`src/rtl/fp_addsub_pipe.sv`:
```
// Pipelined floating-point adder/subtractor: capture, align, add, normalise/round.
// Round-to-nearest-even, subnormals flushed to zero, specials bypassed from the align stage.
module fp_addsub_pipe #(
    parameter int unsigned EXP_WIDTH      = 8,
    parameter int unsigned MANTISSA_WIDTH = 23
) (
    input  logic                                  clk_in,
    input  logic                                  rst_n_in,
    input  logic [EXP_WIDTH+MANTISSA_WIDTH:0]     a_in,
    input  logic [EXP_WIDTH+MANTISSA_WIDTH:0]     b_in,
    input  logic                                  op_in,
    input  logic                                  in_valid_in,
    output logic                                  in_ready_out,
    output logic [EXP_WIDTH+MANTISSA_WIDTH:0]     fpa_out,
    output logic [3:0]                            flags_out,
    output logic                                  out_valid_out,
    input  logic                                  out_ready_in
);
    localparam int unsigned W  = EXP_WIDTH + MANTISSA_WIDTH + 1;
    localparam int unsigned M  = MANTISSA_WIDTH;
    localparam int unsigned E  = EXP_WIDTH;
    localparam int unsigned SW = M + 4;
    localparam int unsigned LW = $clog2(SW) + 1;
    localparam int unsigned XW = E + LW + 2;
    localparam logic [E-1:0]  EXP_ONES = '1;
    localparam logic [W-1:0]  QNAN     = {1'b0, EXP_ONES, 1'b1, {(M-1){1'b0}}};
    localparam logic signed [XW-1:0] EXP_MAX = XW'(EXP_ONES);
    localparam logic signed [XW-1:0] EXP_ONE = XW'(1);

    logic en;
    assign en           = ~out_valid_out | out_ready_in;
    assign in_ready_out = en;

    // Capture stage: b's sign is pre-inverted for subtraction.
    logic         v0;
    logic [W-1:0] a0, b0;
    always_ff @(posedge clk_in or negedge rst_n_in) begin
        if (!rst_n_in) begin
            v0 <= 1'b0;
            a0 <= '0;
            b0 <= '0;
        end else if (en) begin
            v0 <= in_valid_in;
            if (in_valid_in) begin
                a0 <= a_in;
                b0 <= {b_in[W-1] ^ op_in, b_in[W-2:0]};
            end
        end
    end

    // Align stage: classify, order by magnitude, shift the smaller significand.
    logic          sa, sb, za, zb, ia, ib, na, nb, a_big, eff_sub;
    logic [E-1:0]  ea, eb, e_big, e_small, d;
    logic [M-1:0]  fa, fb, f_big, f_small;
    logic [SW-1:0] ext_small, small_al, mask;
    logic          byp_c;
    logic [W-1:0]  byp_res_c;
    logic [3:0]    byp_flg_c;
    always_comb begin
        sa = a0[W-1];
        sb = b0[W-1];
        ea = a0[W-2:M];
        eb = b0[W-2:M];
        fa = a0[M-1:0];
        fb = b0[M-1:0];
        za = (ea == '0);
        zb = (eb == '0);
        ia = (ea == EXP_ONES) && (fa == '0);
        ib = (eb == EXP_ONES) && (fb == '0);
        na = (ea == EXP_ONES) && (fa != '0);
        nb = (eb == EXP_ONES) && (fb != '0);
        eff_sub = sa ^ sb;
        a_big   = {ea, fa} >= {eb, fb};
        e_big   = a_big ? ea : eb;
        e_small = a_big ? eb : ea;
        f_big   = a_big ? fa : fb;
        f_small = a_big ? fb : fa;
        d       = e_big - e_small;
        ext_small = {1'b1, f_small, 3'b000};
        mask      = '0;
        if (32'(d) >= 32'(SW - 1)) begin
            small_al = SW'(1);
        end else begin
            mask     = (SW'(1) << d) - SW'(1);
            small_al = (ext_small >> d) | SW'(|(ext_small & mask));
        end
        byp_c     = 1'b1;
        byp_res_c = '0;
        byp_flg_c = 4'b0000;
        if (na || nb) begin
            byp_res_c = QNAN;
        end else if (ia && ib && eff_sub) begin
            byp_res_c = QNAN;
            byp_flg_c = 4'b1000;
        end else if (ia) begin
            byp_res_c = a0;
        end else if (ib) begin
            byp_res_c = b0;
        end else if (za && zb) begin
            byp_res_c = {sa & sb, {(W-1){1'b0}}};
        end else if (za) begin
            byp_res_c = b0;
        end else if (zb) begin
            byp_res_c = a0;
        end else begin
            byp_c = 1'b0;
        end
    end

    logic          v1, byp1, sign1, sub1;
    logic [W-1:0]  res1;
    logic [3:0]    flg1;
    logic [E-1:0]  exp1;
    logic [SW-1:0] big1, small1;
    always_ff @(posedge clk_in or negedge rst_n_in) begin
        if (!rst_n_in) begin
            v1 <= 1'b0; byp1 <= 1'b0; sign1 <= 1'b0; sub1 <= 1'b0;
            res1 <= '0; flg1 <= '0; exp1 <= '0; big1 <= '0; small1 <= '0;
        end else if (en) begin
            v1     <= v0;
            byp1   <= byp_c;
            sign1  <= a_big ? sa : sb;
            sub1   <= eff_sub;
            res1   <= byp_res_c;
            flg1   <= byp_flg_c;
            exp1   <= e_big;
            big1   <= {1'b1, f_big, 3'b000};
            small1 <= small_al;
        end
    end

    // Add stage: larger magnitude first, so the difference is never negative.
    logic          v2, byp2, sign2;
    logic [W-1:0]  res2;
    logic [3:0]    flg2;
    logic [E-1:0]  exp2;
    logic [SW:0]   sum2;
    always_ff @(posedge clk_in or negedge rst_n_in) begin
        if (!rst_n_in) begin
            v2 <= 1'b0; byp2 <= 1'b0; sign2 <= 1'b0;
            res2 <= '0; flg2 <= '0; exp2 <= '0; sum2 <= '0;
        end else if (en) begin
            v2    <= v1;
            byp2  <= byp1;
            sign2 <= sign1;
            res2  <= res1;
            flg2  <= flg1;
            exp2  <= exp1;
            sum2  <= sub1 ? ({1'b0, big1} - {1'b0, small1}) : ({1'b0, big1} + {1'b0, small1});
        end
    end

    // Normalise and round stage.
    logic [LW-1:0]          lzc;
    logic [SW-1:0]          norm;
    logic signed [XW-1:0]   exp_n, exp_f;
    logic [M:0]             mant;
    logic [M+1:0]           mant_r;
    logic [M-1:0]           frac;
    logic                   g, r, s, inc;
    logic [W-1:0]           res_c;
    logic [3:0]             flg_c;
    always_comb begin
        lzc = '0;
        for (int i = 0; i < int'(SW); i++) begin
            if (sum2[i]) lzc = LW'(int'(SW) - 1 - i);
        end
        if (sum2[SW]) begin
            norm  = {sum2[SW:2], sum2[1] | sum2[0]};
            exp_n = XW'(exp2) + XW'(1);
        end else begin
            norm  = sum2[SW-1:0] << lzc;
            exp_n = XW'(exp2) - XW'(lzc);
        end
        mant   = norm[SW-1:3];
        g      = norm[2];
        r      = norm[1];
        s      = norm[0];
        inc    = g & (r | s | mant[0]);
        mant_r = {1'b0, mant} + (M+2)'(inc);
        exp_f  = exp_n + XW'(mant_r[M+1]);
        frac   = mant_r[M+1] ? mant_r[M:1] : mant_r[M-1:0];
        if (byp2) begin
            res_c = res2;
            flg_c = flg2;
        end else if (sum2 == '0) begin
            res_c = '0;
            flg_c = 4'b0000;
        end else if (exp_f >= EXP_MAX) begin
            res_c = {sign2, EXP_ONES, {M{1'b0}}};
            flg_c = 4'b0101;
        end else if (exp_f < EXP_ONE) begin
            res_c = {sign2, {(W-1){1'b0}}};
            flg_c = 4'b0011;
        end else begin
            res_c = {sign2, exp_f[E-1:0], frac};
            flg_c = {3'b000, g | r | s};
        end
    end

    always_ff @(posedge clk_in or negedge rst_n_in) begin
        if (!rst_n_in) begin
            out_valid_out <= 1'b0;
            fpa_out       <= '0;
            flags_out     <= '0;
        end else if (en) begin
            out_valid_out <= v2;
            if (v2) begin
                fpa_out   <= res_c;
                flags_out <= flg_c;
            end
        end
    end
endmodule

```
`config.mk`:
```
export PLATFORM = sky130hd
export DESIGN_NAME = fp_addsub_pipe
export DESIGN_NICKNAME = d
export VERILOG_FILES = /design/src/rtl/fp_addsub_pipe.sv
export SDC_FILE = /design/constraint.sdc
export NUM_CORES = 1
export LEC_CHECK = 0
export CAP_MARGIN = 20
export CELL_PAD_IN_SITES_DETAIL_PLACEMENT = 1
export CELL_PAD_IN_SITES_GLOBAL_PLACEMENT = 1
export CORE_MARGIN = 8
export CORE_UTILIZATION = 35
export DETAILED_ROUTE_END_ITERATION = 8
export PLACE_DENSITY_LB_ADDON = 0.1
export SLEW_MARGIN = 20
export SYNTH_ARGS = -nofsm -noshare
export SYNTH_HDL_FRONTEND = slang
export SYNTH_SLANG_ARGS = --single-unit
export TNS_END_PERCENT = 5
```
`constraint.sdc`:
```
create_clock -name clk_in -period 9.55 [get_ports clk_in]
set_clock_uncertainty 0.1 [all_clocks]
set_input_delay 1.4325 -clock clk_in [delete_from_list [all_inputs] [get_ports clk_in]]
set_output_delay 1.4325 -clock clk_in [all_outputs]
set_load 0.005 [all_outputs]
```
==> out/results.tsv, run 1 <==
stage	metric	value	unit
grt	initial antenna violation count	0	
pwr	Clk pwr share	15.5	%
worst_setup_path	Crit Reg-Reg Startpoint	sum2[22]$_DFFE_PN0N_	
clock_network	TritonCTS buffer count	36	
clock_network	post-CTS setup buffer count	0	
drt	vias post-DR	19300	
sta	Tcrit/Tclk final	83.4	%
placed_design	hpwl dp	60.7	mm
worst_setup_path	Worst Reg2Reg Path Length in Cells	26	
logic_synthesis	net count after synthesis	2630	
grt	GRT Total Usage	23.9	%
pwr	P_int	4.58	mW
cells_and_area	area occupied by multi-input gates	0.0123	mm2
cells_and_area	Final Util	40.2	%
floorplan	Rows	88	
clock_network	clk slew on worst S/H paths	0.06	ns
job	Max Cap Viol	0	
clock_network	CTS Sinks	270	
logic_synthesis	Main synth FF type	dfrtp_1	
worst_hold_path	Worst Hold End	flags_out[2]$_DFFE_PN0P_	
grt	number of global-route vias before repair	19500	
placed_design	IO buf count	106	
clock_network	root buf cell	clkbuf_16	
logic_synthesis	flops & latches, synth	270	
pwr	Leak	9.69	nW
worst_setup_path	Crit Path Category	register to register	
drt	DRT Pass-1 Iters	5	
worst_setup_path	Worst EP arrival	8.34	ns
worst_setup_path	flop-to-flop setup slack	1.59	ns
drt	# DRC	0	
logic_synthesis	distinct cell type count after synthesis	106	
logic_synthesis	Seq/Total Area, Yosys	33.5	%
pwr	Comb pwr share	63.0	%
worst_setup_path	worst r2r dst	fpa_out[10]$_DFFE_PN0P_	
pwr	switch share	52.5	%
worst_setup_path	Startpoint Class	register	
cells_and_area	nets@finish	2639	
worst_setup_path	worst endpoint required time	9.93	ns
logic_synthesis	Post-synth EDFFs	0	
cells_and_area	register area	0.00676	mm2
cells_and_area	Layout area overhead	14.4	%
clock_network	CTS Buffer Depth	3	
pwr	Psw	5.06	mW
grt	first-pass GRT wire length	125	mm
logic_synthesis	Syn Inst Count	2468	
pwr	Worst IR Drop VDD	195	uV
clock_network	H-tree lvl count	2	
drt	final wirelength	80.7	mm
sta	RSZ-0062 raised after global routing	false	
clock_network	CTS-repair resized insts	0	
logic_synthesis	Syn Area/Cell	8.17	um2
drt	vias per cell	5.90	
outcome	status	completed	
sta	Worst Tran Pin Value	1.10	ns
logic_synthesis	synth warn	0	
grt	largest net degree at the start of global routing	143	
placed_design	Routability Congestion	0.942	
drt	wire per inst	24.7	um
sta	final hold vios	0	
clock_network	Clock Latency Late Sink	0.56	ns
clock_network	CTS Hold Bufs	0	
sta	Max Slew Vio Count	0	
clock_network	CTS tree	built	
logic_synthesis	Post-Syn Area	0.0202	mm2
floorplan	Core Area	0.0574	mm2
floorplan	Die Wd	256	um
floorplan	Die Span Y	256	um
floorplan	Starting Density	35.2	%
cells_and_area	share of layout cells above drive strength 1	9.91	%
pwr	pwr dens	418	mW/mm2
worst_hold_path	Hold Crit Class	register to register	
drt	DR iter-0 viols	1797	
grt	Overflow after GRT	0	
sta	final setup TNS	0	ns
logic_synthesis	fraction of registers with async set/reset	100	%
sta	Peak Freq	0.126	GHz
sta	min Tclk post-route	7.96	ns
cells_and_area	Filler cells	6732	
worst_hold_path	Hold Path Depth	2	
worst_setup_path	crit-path max FO	22	
floorplan	number of top-level pins	107	
worst_setup_path	crit path capture type	register	
sta	max_slew headroom	26.4	%
worst_hold_path	hold path start	flags_out[2]$_DFFE_PN0P_	
pwr	Seq pwr share	21.5	%
cells_and_area	ANT cells	0	
drt	Detail Route Antenna Nets	0	
floorplan	die area	0.0655	mm2
sta	# setup viols final	0	
cell usage in the layout, fill, tap and decap left out, types with 30 or more instances in the layout:
cell             count
nand2_1            349
dfrtp_1            270
nor2_1             226
a21oi_1            211
o21ai_0            176
inv_1              106
clkdlybuf4s50_1    105
ha_1                91
mux2_2              73
nand3_1             72
nor3_1              60
mux2i_1             44
a22oi_1             41
xnor2_1             39
clkbuf_16           36
o211ai_1            32
buf_4               31
nand4_1             30
kinds of logic after synthesis:
| logic type | synth area share, % |
|---|---|
| multiplexers | 7.60 |
| AO/OA/AOI/OAI | 24.2 |
| buffers and inverters | 5.84 |
| adder cells (fa/ha/maj) | 5.85 |
| AND/OR/NAND/NOR | 20.5 |
| flip-flops | 33.5 |
| XOR/XNOR | 2.52 |
worst max-delay path by stage:
stage	from	end	slack [ns]	cells past startpoint
detailed placement	sum2[22]$_DFFE_PN0N_	fpa_out[16]$_DFFE_PN0P_	1.70	26
finish	sum2[22]$_DFFE_PN0N_	fpa_out[10]$_DFFE_PN0P_	1.59	26
global placement	sum2[22]$_DFFE_PN0N_	fpa_out[12]$_DFFE_PN0P_	1.88	26
global route	sum2[22]$_DFFE_PN0N_	fpa_out[10]$_DFFE_PN0P_	0.91	26
CTS	sum2[22]$_DFFE_PN0N_	fpa_out[14]$_DFFE_PN0P_	1.68	26
floorplan	sum2[3]$_DFFE_PN0N_	fpa_out[15]$_DFFE_PN0P_	3.16	27
critical path, cell delays in order, from the launching register on:
cell and delay [ns]:
dfrtp_1 0.49, or3_1 0.50, a211o_1 0.28, nand2_1 0.75
a21boi_0 0.23, o211ai_1 0.29, o211ai_1 0.22, a21oi_1 0.23
or2_2 0.16, ha_1 0.20, nand3_1 0.17, nor4_2 0.55
and3_1 0.41, and3_4 0.27, ha_1 0.17, ha_1 0.16
and2_1 0.22, nand2_1 0.09, xnor2_1 0.27, nor3_1 0.10
o2111ai_1 0.13, nand3b_1 0.29, nor2_1 0.50, a21boi_2 0.53
buf_4 0.30, a22oi_1 0.09, a21oi_1 0.17
routing by layer:
layer	share of wire (%)	vias to the layer above	global-route usage [%]	wire length [um]
li1	-	8947	-	-
met1	46	9632	33.0	36800
met3	4.6	141	2.74	3750
met5	0	-	0	0
met2	46	572	38.4	37200
met4	3.7	0	8.58	2980
through the flow:
step	cells	cell area (um2)	worst slack [ns]	power (mW)	hold slack [ns]
after global routing	3268	23100	0.915	10.3	0.385
after global placement	3202	21700	1.88	8.01	0.350
after detailed placement	3202	21700	1.70	8.07	0.356
after floorplan	2468	20200	3.16	5.96	0.339
final	3268	23100	1.59	9.64	0.361
after CTS	3266	23000	1.68	9.64	0.369
registers in the layout, indices dropped and copies added (netlist names):
register	flops
res1	32
sum2	28
res2	32
sign2	1
exp2	8
byp2	1
sign1	1
fpa_out	32
a0	32
v0	1
flg2	1
sub1	1
b0	32
out_valid_out	1
flg1	1
big1	24
exp1	8
v2	1
v1	1
byp1	1
flags_out	4
small1	27
Yosys cell counts (all sizes together), types with 10 or more instances:
cell type	number	area [um2]
a31oi	25	171
a221oi	22	243
and3	20	130
o211ai	34	274
o22ai	22	138
nor2	230	898
o31ai	12	90.1
xor2	19	166
or2	11	68.8
a21o	14	105
o21a	12	90.1
nor2b	16	100
a211o	10	87.6
nand4	30	188
nand2b	17	106
or3	13	81.3
xnor2	39	342
buf	50	295
clkbuf	119	447
a211oi	21	158
inv	113	432
o2111ai	15	138
ha	91	1140
nand3	72	360
mux2i	44	440
a22oi	41	308
mux4	12	270
a21oi	212	1060
nor3	61	310
nor4	25	209
and2	16	100
mux2	73	822
o21ai	185	930
a32oi	10	95.1
dfrtp	270	6760
a22o	10	87.6
nand2	351	1320
final cells by class:
cell class,count,share of cell area [%]
timing repair buffer,140,5.86
clock buffer,47,4.34
inverter,114,1.89
clock inverter,17,1.33
multi-input combinational,1915,53.2
sequential,270,29.3
tap,765,4.15
power groups by stage:
stage               logic (mW)  registers [mW]  clock network, mW
floorplan                 4.18            1.78                  0
global placement          5.95            2.06                  0
detailed placement        5.99            2.08                  0
CTS                       6.03            2.06               1.55
global route              6.59            2.12               1.59
finish                    6.08            2.07               1.50
No activity file was read; power rests on OpenSTA's default activity.
==> inputs of run 2 (changes only) <==
==> constraint.sdc (replaced) <==
create_clock -name clk_in -period 6.8 [get_ports clk_in]
set_clock_uncertainty 0.1 [all_clocks]
set_input_delay 1.02 -clock clk_in [delete_from_list [all_inputs] [get_ports clk_in]]
set_output_delay 1.02 -clock clk_in [all_outputs]
set_load 0.005 [all_outputs]
==> run 2 against run 1 <==
Effect of this change:
- routed wire length increased by 3.0%
- first-iteration DRC count down 15%
- cell area rose by 3.3%
- via count increased by 2.1%
- sequential share of layout area decreased by 0.94 points
- critical path depth rose by 1
- worst setup slack worse by 1.2 ns
- total power grew 44%
- critical path type unchanged
- highest routed layer unchanged
==> out/results.tsv, run 2 (same netlist as run 1, synthesis figures left out) <==
stage	metric	value	unit	change
floorplan	number of top-level pins	107		unchanged
sta	Max Slew Vio Count	0		unchanged
pwr	overall power	13.9	mW	+44%
worst_hold_path	Hold Crit Class	register to register		
floorplan	Die Wd	256	um	unchanged
drt	vias post-DR	19700		+2.1%
clock_network	CTS Hold Bufs	0		unchanged
grt	initial antenna violation count	2		+2
clock_network	CTS Sinks	270		unchanged
pwr	Seq pwr share	19.9	%	-1.6 points
drt	wire per inst	24.6	um	-0.37%
clock_network	Clock Latency Late Sink	0.56	ns	about the same
pwr	Clk pwr share	13.5	%	-2.0 points
drt	# DRC	0		unchanged
worst_setup_path	Crit Path Category	register to register		
sta	max_slew headroom	27.7	%	+1.4 points
pwr	Psw	7.26	mW	+43%
pwr	pwr dens	584	mW/mm2	+40%
drt	Detail Route Antenna Nets	0		unchanged
clock_network	TritonCTS buffer count	37		+2.8%
clock_network	post-CTS setup buffer count	0		unchanged
grt	GRT Total Usage	24.6	%	+0.68 points
drt	met2 routed WL	38.7	mm	+4.1%
sta	final hold vios	0		unchanged
floorplan	die area	0.0655	mm2	unchanged
floorplan	Starting Density	35.2	%	unchanged
sta	final setup margin	0.340	ns	-1.25 ns
drt	final wirelength	83.2	mm	+3.0%
worst_setup_path	Worst EP arrival	6.79	ns	-1.55 ns
cells_and_area	Layout area overhead	18.3	%	
cells_and_area	leading cell type in the layout, fill and taps excluded	nand2_1		
drt	DRT Pass-1 Iters	6		+1
drt	DR iter-0 viols	1520		-15%
floorplan	Core Area	0.0574	mm2	unchanged
job	Max Cap Viol	0		unchanged
pwr	Comb pwr share	66.6	%	+3.6 points
sta	Peak Freq	0.155	GHz	+23%
clock_network	H-tree lvl count	2		unchanged
clock_network	clk slew on worst S/H paths	0.06	ns	about the same
sta	worst-case hold slack	0.368	ns	+0.00700 ns
placed_design	hpwl dp	64.0	mm	+5.5%
drt	DRT met1 WL	38.2	mm	+3.8%
pwr	Worst IR Drop VDD	252	uV	+29%
sta	Worst Tran Pin Value	1.08	ns	-0.0206 ns
placed_design	Routability Congestion	0.967		+2.6%
cells_and_area	most frequent cells in the layout	nand2_1, dfrtp_1, nor2_1, a21oi_1, o21ai_0		
clock_network	root buf cell	clkbuf_16		
sta	min Tclk post-route	6.46	ns	-1.50 ns
sta	Tcrit/Tclk final	95.0	%	+12 points
clock_network	CTS Buffer Depth	3		unchanged
floorplan	Rows	88		unchanged
grt	first-pass GRT wire length	128	mm	+2.8%
clock_network	CTS-repair resized insts	0		unchanged
cells_and_area	nets@finish	2749		+4.2%
drt	DR top layer	met4		
drt	met3 routed WL	3.63	mm	-3.0%
floorplan	Die Span Y	256	um	unchanged
placed_design	IO buf count	106		unchanged
clock_network	CTS tree	built		
cells_and_area	share of layout cells above drive strength 1	14.1	%	+4.2 points
cells_and_area	Final Util	41.6	%	+1.3 points
sta	# setup viols final	0		unchanged
grt	Overflow after GRT	0		unchanged
worst_setup_path	Startpoint Class	register		
grt	number of global-route vias before repair	20400		+4.5%
worst_setup_path	worst endpoint required time	7.13	ns	-2.80 ns
pwr	Leak	10.2	nW	+5.2%
drt	vias per cell	5.82		-1.3%
outcome	status	completed		
placed_design	Post-Place Setup Slack	0.328	ns	-1.38 ns
grt	largest net degree at the start of global routing	181		+27%
pwr	P_int	6.67	mW	+46%
worst_setup_path	crit-path max FO	16		-27%
sta	final setup TNS	0	ns	unchanged
pwr	switch share	52.1	%	-0.38 points
sta	RSZ-0062 raised after global routing	false		
worst_setup_path	crit path capture type	register		
==> run 2: metal layers <==
| metal | vias to the layer above | global-route usage (%) |
|---|---|---|
| li1 | 9190 | - |
| met1 | 9880 | 33.6 |
| met2 | 486 | 40.4 |
| met3 | 132 | 3.06 |
| met4 | 0 | 7.62 |
| met5 | - | 0 |
==> run 2: stage by stage <==
step	instances	area (um2)
6_report	3380	23800
4_1_cts	3377	23800
3_5_place_dp	3311	22600
5_1_grt	3379	23800
3_3_place_gp	3311	22600
2_1_floorplan	2468	20200
==> run 2: cell type report <==
class	count	area [um2]
Timing Repair Buffer	249	2200
Clock buffer	48	1010
Antenna cell	1	2.50
Inverter	114	437
Sequential cell	270	6760
Clock inverter	18	163
Multi-Input combinational cell	1915	12300
Fill cell	6789	33500
Tap cell	765	957
==> run 2: path summary, 6_finish.rpt <==
check                           depth (start not counted)                 endpoint  slack (ns)                 start
min in group asynchronous                               1     sum2[19]$_DFFE_PN0N_        0.40              rst_n_in
max in group asynchronous                               2      sum2[5]$_DFFE_PN0N_        4.80              rst_n_in
worst max register to register                         27  fpa_out[13]$_DFFE_PN0P_        0.34  sum2[10]$_DFFE_PN0N_
worst min-delay path                                    2     res2[25]$_DFFE_PN0N_        0.37  res2[25]$_DFFE_PN0N_
worst max-delay path                                   27  fpa_out[13]$_DFFE_PN0P_        0.34  sum2[10]$_DFFE_PN0N_
worst min register to register                          2     res2[25]$_DFFE_PN0N_        0.37  res2[25]$_DFFE_PN0N_
==> run 2: critical path, stage by stage (launching register included) <==
cell and delay [ns]:
dfrtp_1 0.47, or4_4 0.61, o211a_4 0.32, nor2_8 0.26
inv_8 0.11, a21oi_1 0.41, o21ai_0 0.21, and2_1 0.21
nand3_1 0.10, nand3_1 0.08, o21ai_0 0.50, buf_4 0.25
nor3b_2 0.05, and3_4 0.19, ha_1 0.21, ha_1 0.20
and2_1 0.18, nor2_1 0.17, buf_4 0.14, and3_1 0.15
nand4_1 0.12, o32ai_1 0.36, nor2_1 0.12, a21boi_2 0.18
buf_4 0.20, buf_4 0.14, a221oi_2 0.22, nor2_1 0.07
==> run 2: power by group through the flow <==
stage / Clock (mW) / Sequential, mW / Combinational [mW]
2_1_floorplan: 0 / 2.50 / 5.87
3_3_place_gp: 0 / 2.76 / 9.07
3_5_place_dp: 0 / 2.79 / 9.14
4_1_cts: 1.95 / 2.76 / 9.18
5_1_grt: 2.00 / 2.85 / 10.0
6_report: 1.88 / 2.77 / 9.27
